==> src/rtl/de10_periph_bridge.sv <==
// rtl/de10_periph_bridge.sv - CPU data-port to DE10 peripheral word-interface bridge
//
// Converts CPU request/ready transactions into the peripheral block's
// single-cycle word interface. It decodes the peripheral region and faults
// accesses that fall outside it or are not word aligned. It also turns
// byte-enable stores into read-modify-write, because the peripheral only
// accepts full 32-bit writes.
//
// Ports:
//   clk, rst              clock; asynchronous active-low reset
//   cpu_req/wr/addr/      CPU request: valid, store flag, byte address,
//   cpu_wdata/be            store data, byte enables
//   cpu_ready/rdata/err   one-cycle response strobe, load data, fault flag
//   periph_addr           word index into the peripheral region
//   periph_wr/wdata       peripheral write strobe and full-word data
//   periph_rdata          combinational read data for periph_addr
//
// Optional: define PERIPH_BRIDGE_ERR_LATCH_EN to add err_valid/err_addr/err_clr,
// which latch the byte address of the first unacknowledged fault.

module de10_periph_bridge #(
  parameter logic [31:0] BASE_ADDR   = 32'h8000_0000,
  parameter int          REGION_BITS = 22
) (
  input  logic        clk,
  input  logic        rst,
  input  logic        cpu_req,
  input  logic        cpu_wr,
  input  logic [31:0] cpu_addr,
  input  logic [31:0] cpu_wdata,
  input  logic [3:0]  cpu_be,
  output logic        cpu_ready,
  output logic [31:0] cpu_rdata,
  output logic        cpu_err,
  output logic [31:0] periph_addr,
  output logic        periph_wr,
  output logic [31:0] periph_wdata,
  input  logic [31:0] periph_rdata
`ifdef PERIPH_BRIDGE_ERR_LATCH_EN
  ,
  output logic        err_valid,
  output logic [31:0] err_addr,
  input  logic        err_clr
`endif
);

  typedef enum logic [1:0] {
    S_IDLE,
    S_RD,
    S_WR,
    S_RESP
  } state_t;

  state_t state_q, state_d;

  logic [REGION_BITS-1:0] idx_q;
  logic                   wr_q;
  logic                   err_q;
  logic [31:0]            wdata_q;
  logic [3:0]             be_q;
  logic [31:0]            data_q;

  logic        hit;
  logic        fault;
  logic        accept;
  logic [31:0] merged;

  assign hit    = (cpu_addr[31:REGION_BITS+2] == BASE_ADDR[31:REGION_BITS+2]);
  assign fault  = !hit || (cpu_addr[1:0] != 2'b00);
  assign accept = (state_q == S_IDLE) && cpu_req;

  always_ff @(posedge clk or negedge rst) begin
    if (!rst) begin
      state_q <= S_IDLE;
      idx_q   <= '0;
      wr_q    <= 1'b0;
      err_q   <= 1'b0;
      wdata_q <= '0;
      be_q    <= '0;
      data_q  <= '0;
    end else begin
      state_q <= state_d;
      if (accept) begin
        idx_q   <= cpu_addr[REGION_BITS+1:2];
        wr_q    <= cpu_wr;
        err_q   <= fault;
        wdata_q <= cpu_wdata;
        be_q    <= cpu_be;
      end
      if (state_q == S_RD) begin
        data_q <= periph_rdata;
      end
    end
  end

  always_comb begin
    state_d = state_q;
    unique case (state_q)
      S_IDLE: begin
        if (cpu_req) begin
          if (fault) begin
            state_d = S_RESP;
          end else if (!cpu_wr) begin
            state_d = S_RD;
          end else if (cpu_be == 4'hF) begin
            state_d = S_WR;
          end else if (cpu_be == 4'h0) begin
            // Nothing to write: acknowledge without touching the peripheral.
            state_d = S_RESP;
          end else begin
            // Partial store: fetch the current word first so it can be merged.
            state_d = S_RD;
          end
        end
      end
      S_RD:   state_d = wr_q ? S_WR : S_RESP;
      S_WR:   state_d = S_RESP;
      S_RESP: state_d = S_IDLE;
      default: state_d = S_IDLE;
    endcase
  end

  // Byte merge for read-modify-write; with all enables set data_q drops out.
  always_comb begin
    merged = '0;
    for (int i = 0; i < 4; i++) begin
      merged[8*i +: 8] = be_q[i] ? wdata_q[8*i +: 8] : data_q[8*i +: 8];
    end
  end

  always_comb begin
    cpu_ready    = 1'b0;
    cpu_rdata    = '0;
    cpu_err      = 1'b0;
    periph_addr  = '0;
    periph_wr    = 1'b0;
    periph_wdata = '0;
    if (state_q != S_IDLE) begin
      periph_addr = {{(32-REGION_BITS){1'b0}}, idx_q};
    end
    if (state_q == S_WR) begin
      periph_wr    = 1'b1;
      periph_wdata = merged;
    end
    if (state_q == S_RESP) begin
      cpu_ready = 1'b1;
      cpu_err   = err_q;
      cpu_rdata = (!wr_q && !err_q) ? data_q : 32'h0;
    end
  end

`ifdef PERIPH_BRIDGE_ERR_LATCH_EN
  // Captured on the accept edge so err_valid is already high in RESP.
  // A coincident err_clr lets the new fault replace the old record.
  always_ff @(posedge clk or negedge rst) begin
    if (!rst) begin
      err_valid <= 1'b0;
      err_addr  <= '0;
    end else if (accept && fault && (!err_valid || err_clr)) begin
      err_valid <= 1'b1;
      err_addr  <= cpu_addr;
    end else if (err_clr) begin
      err_valid <= 1'b0;
    end
  end
`endif

endmodule

==> config.mk <==
export PLATFORM = sky130hd
export DESIGN_NAME = de10_periph_bridge
export DESIGN_NICKNAME = d
export VERILOG_FILES = /design/src/rtl/de10_periph_bridge.sv
export SDC_FILE = /design/constraint.sdc
export NUM_CORES = 1
export LEC_CHECK = 0
export CORE_MARGIN = 4
export CORE_UTILIZATION = 37
export DETAILED_ROUTE_END_ITERATION = 10
export PLACE_DENSITY = 0.72
export SLEW_MARGIN = 10
export SYNTH_ARGS = -nofsm -noshare
export SYNTH_HDL_FRONTEND = slang
export SYNTH_SLANG_ARGS = --single-unit
==> constraint.sdc <==
create_clock -name clk -period 1.93 [get_ports clk]
set_input_delay 0.4825 -clock clk [delete_from_list [all_inputs] [get_ports clk]]
set_output_delay 0.4825 -clock clk [all_outputs]
set_load 0.01 [all_outputs]
Word-level counts from Yosys, hierarchy flattened
Index checks and enable logic that the tools add are counted.
Widths: inputs -> output; s select.
{"block": "totals", "reg_bits": 94, "input_bits": 104, "output_inout_bits": 99}
{"block": "op_classes", "eq_ne": 6, "mux": 18, "reduce_logical": 10}
{"operator": "$mux 32", "n": 3}
{"operator": "$mux 8", "n": 4}
{"operator": "$mux 22", "n": 1}
{"operator": "$mux 2", "n": 5}
{"operator": "$eq 8x8->1 const B", "n": 1}
{"operator": "$pmux 2 s4", "n": 1}
{"operator": "$eq 2x2->1 const B", "n": 2}
{"operator": "$eq 4x4->1 const B", "n": 1}
{"operator": "$logic_not 4->1", "n": 1}
{"operator": "$mux 1", "n": 4}
{"operator": "$reduce_bool 2->1", "n": 2}
{"operator": "$logic_not 1->1", "n": 3}
{"operator": "$eq 2x1->1 const B", "n": 1}
{"operator": "$logic_and 1x1->1", "n": 2}
{"operator": "$logic_not 2->1", "n": 1}
{"operator": "$ne 2x2->1 const B", "n": 1}
{"operator": "$logic_or 1x1->1", "n": 1}

Longest topological paths before layout
{"block": "logic_depth", "ltp_word": 7, "ltp_mapped": 7, "ltp_nobuf": 5}

Least setup slack after synthesis
OpenSTA, ideal clock, no wires.
{"block": "synth_path", "path_type": "register to output", "startpoint": "reg state_q[0]", "endpoint": "out cpu_rdata[10]", "arrival_time_ns": 1.355, "t_required_ns": 1.447, "slack_ns": 0.092, "path_stages_with_launch": 5, "n_path_buf": 1, "path_cell_list": "dfrtp_1 -> ha_1 -> nor3b_1 -> clkbuf_1 -> and2_1"}
{"block": "synth_via", "elab_chain_len": 2}
{"item": "start, declared", "line": "54", "rtl": "state_t state_q, state_d;"}
{"item": "start signal, assigned", "line": "82", "rtl": "state_q <= state_d;"}
{"item": "$eq 2x2->1", "line": "145", "rtl": "if (state_q == S_RESP) begin"}
{"item": "$mux 32", "line": "145"}
{"item": "end, declared", "line": "33", "rtl": "output logic [31:0] cpu_rdata,"}
Every way passes these cells.

Worst setup path in the final report
{"block": "layout_path", "startpoint": "reg state_q[1]", "endpoint": "out cpu_rdata[31]"}
The elaborated chain is that of the path after synthesis.

==> impl_metrics.csv <==
group,metric,value,unit
run_status,status,"finished with violations",
run_status,violations,"negative setup slack",
routing,route.detailed.drc,0,
global_route,grt_busiest_layer,"met2",
timing,setup_violations,99,
power_and_ir_drop,swShare,33.8,%
worst_setup_path,cp.required,1.45,ns
timing,fin_skew,0.00219,ns
routing,routed_via_density,4.69,
placement,hpwl,9070,µm
synth,synth_area,4610,µm²
global_route,antenna_found_initial,0,
power_and_ir_drop,p_int,8.36,mW
die,initial_utilization,38.1,%
worst_setup_path,critPathKind,"register to output port",
hold_path,hold_path.class,"primary input to asynchronous set/reset pin",
cells_and_area,fin_area,7910,µm²
power_and_ir_drop,powerDensity,1600,nW/µm²
power_and_ir_drop,power.switching,4.27,mW
timing,rsz0062_at_grt,"yes",
global_route,track_usage,18.8,%
cells_and_area,nNetsFinal,699,
global_route,grt_first_pass_wirelength,21100,µm
timing,finalCritPeriodShare,112,%
power_and_ir_drop,power_leakage,3.61,nW
cells_and_area,final_common_cell,"clkdlybuf4s50_1",
die,die_h,120,µm
timing,setup_ws,-0.235,ns
timing,slew_headroom,64.4,%
synth,ys_seq_elements,94,
cells_and_area,drive_gt1_share,52.9,%
global_route,grt-ovfl-total,0,
global_route,grt_pass1_vias,4003,
placement,dp_slack,-0.396,ns
synth,synth_top_area_share,51.0,%
global_route,grt_max_degree,95,
clock_tree,path_clk_slew,0.06,ns
clock_tree,h-tree-depth,3,
die,die_x,120,µm
placement,placed_cell_area,6800,µm²
synth,synth_area_leaders,"dfrtp_1, mux2_2, nor2b_1",
flow_run,drv_cap,0,
timing,worstMarginPinSlew,0.534,ns
synth,synth_cell_types,27,
synth,synth.avg_cell_area,12.7,µm²
routing,totalWireLength,14300,µm
global_route,gr-usage-met1,21.8,%
timing,finalCriticalPeriod,2.16,ns
routing,via_count,3586,
cells_and_area,area_delta_synth_final,71.5,%
synth,syn-instance-count,364,
worst_setup_path,crit_path_start_kind,"register",
synth,netlist.top_cell.by_area,"dfrtp_1",
global_route,use_met3,5.70,%
global_route,grt_use_met2,33.4,%
routing,wl_per_cell,18.7,µm
clock_tree,cts_buffers,9,
timing,hold_violations,0,
synth,synth-seq-area-share,51.0,%
worst_setup_path,worstPathArrival,1.68,ns
worst_setup_path,reg2reg_depth,9,
clock_tree,holdBufCountCts,0,
worst_setup_path,startpoint,"state_q[1]",
power_and_ir_drop,clockPowerShare,14.3,%
cells_and_area,n_antenna_cell,0,
clock_tree,clockRootBuffer,"clkbuf_16",
routing,ant_nets,0,
power_and_ir_drop,combPwrFrac,55.5,%
routing,initialDrtViolationCount,150,
worst_setup_path,rrSetupSlack,-0.01,ns
worst_setup_path,crit_path_end_kind,"output port",
clock_tree,cts_tree,"built",
die,dieArea,14300,µm²
routing,dr.pass1.iters,4,
die,rows,40,
worst_setup_path,rr_endpoint,"wdata_q[12]",
timing,timing.fmax,462,MHz
die,core_area,12100,µm²
worst_setup_path,worstReg2RegStart,"state_q[0]",
worst_setup_path,cp_max_fo,8,
synth,synth_warnings,0,
power_and_ir_drop,power_frac_seq,30.2,%
timing,report.final.slew_viol_count,0,
die,ioPinCount,203,
placement,routabilityCongestion,0.794,
cells_and_area,layout_common_cells,"clkdlybuf4s50_1, dfrtp_1, mux2_2, buf_6, and2_4",
clock_tree,numClockSinks,94,
clock_tree,clk_path_buf_depth,2,
power_and_ir_drop,power,12.6,mW
power_and_ir_drop,peakVddDrop,0.000691,V
clock_tree,clk_latency,0.34,ns
placement,portBuffers,192,
-- registers in the layout, summed over array words and instances (netlist names) --
name and count:
data_q 32, wdata_q 32, idx_q 22, be_q 4
state_q 2, err_q 1, wr_q 1
-- critical path: stages, from the launching register on --
cell and delay (ns):
dfrtp_1 0.37, ha_2 0.19, nor3b_4 0.22, buf_12 0.17, buf_8 0.14, and2_4 0.15
buf_6 0.10
-- timing repair --
action,CTS,global route
setup buffers,15,8
pin swaps,28,8
resized for setup,460,99
setup endpoints to repair,90,91
gates cloned,8,5
-- layout make-up --
cell class              instances  area (µm²)
clock buffers                  12         256
clock inverters                 4        45.0
fillers                       945        4200
inverters                       5        23.8
multi-input cells             241        2460
flip-flops and latches         94        2360
well taps                     168         210
repair buffers                240        2560
-- per-layer routing --
metal | up-vias | part of all wire, % | wire, µm
li1 | 1663 | - | -
met1 | 1785 | 40 | 5690
met2 | 121 | 52 | 7420
met3 | 17 | 6.7 | 962
met4 | 0 | 1.6 | 228
met5 | - | 0 | 0
-- cell usage after synthesis --
master and n:
dfrtp_1 94, mux2_2 85, nor2b_1 54, and2_1 33, mux2i_1 32, clkbuf_1 16
buf_4 10, buf_2 7, mux2_1 6, inv_1 5, ha_1 4, nand2_1 2
o21ai_0 2, a21oi_1 1, a311o_1 1, a31oi_1 1, a32o_1 1, and4_1 1
conb_1 1, nand3_1 1, nor2_1 1, nor3b_1 1, nor4_1 1, nor4_4 1
o21ai_1 1, or4_1 1, or4b_4 1
-- kinds of logic after synthesis --
logic type      Yosys count  synth area share [%]
fa+ha+maj                 4                  1.09
mux                     123                  29.2
flops                    94                  51.0
simple gates             97                  13.6
buf+inv                  38                  4.10
compound gates            7                  1.00
other cells               1                0.0813
-- how the worst max path moves through the flow --
stage,to,cells after the start
2_1_floorplan,cpu_rdata[10],4
3_3_place_gp,state_q[0],5
3_5_place_dp,state_q[0],5
4_1_cts,cpu_rdata[28],7
5_1_grt,cpu_rdata[23],6
6_report,cpu_rdata[31],6
-- stage by stage --
| step | hold WS, ns | util [%] | TNS (ns) | std cells |
|---|---|---|---|---|
| floorplan | 0.187 | - | 0 | 373 |
| global placement | 0.475 | 56.1 | -17.99 | 716 |
| detailed placement | 0.485 | 56.1 | -18.88 | 716 |
| CTS | 0.217 | 61.6 | -13.92 | 755 |
| global route | 0.229 | 65.3 | -21.69 | 764 |
| finish | 0.167 | 65.3 | -13.77 | 764 |
-- power groups by stage --
stage | registers (mW) | logic, mW | clock network (mW)
after global placement | 3.73 | 5.33 | 0
after global routing | 3.96 | 7.48 | 1.92
after CTS | 3.79 | 6.09 | 1.85
after floorplan | 3.40 | 3.19 | 0
final | 3.82 | 7.01 | 1.80
after detailed placement | 3.79 | 5.43 | 0
Note: power is estimated with default switching activity, not from simulation.
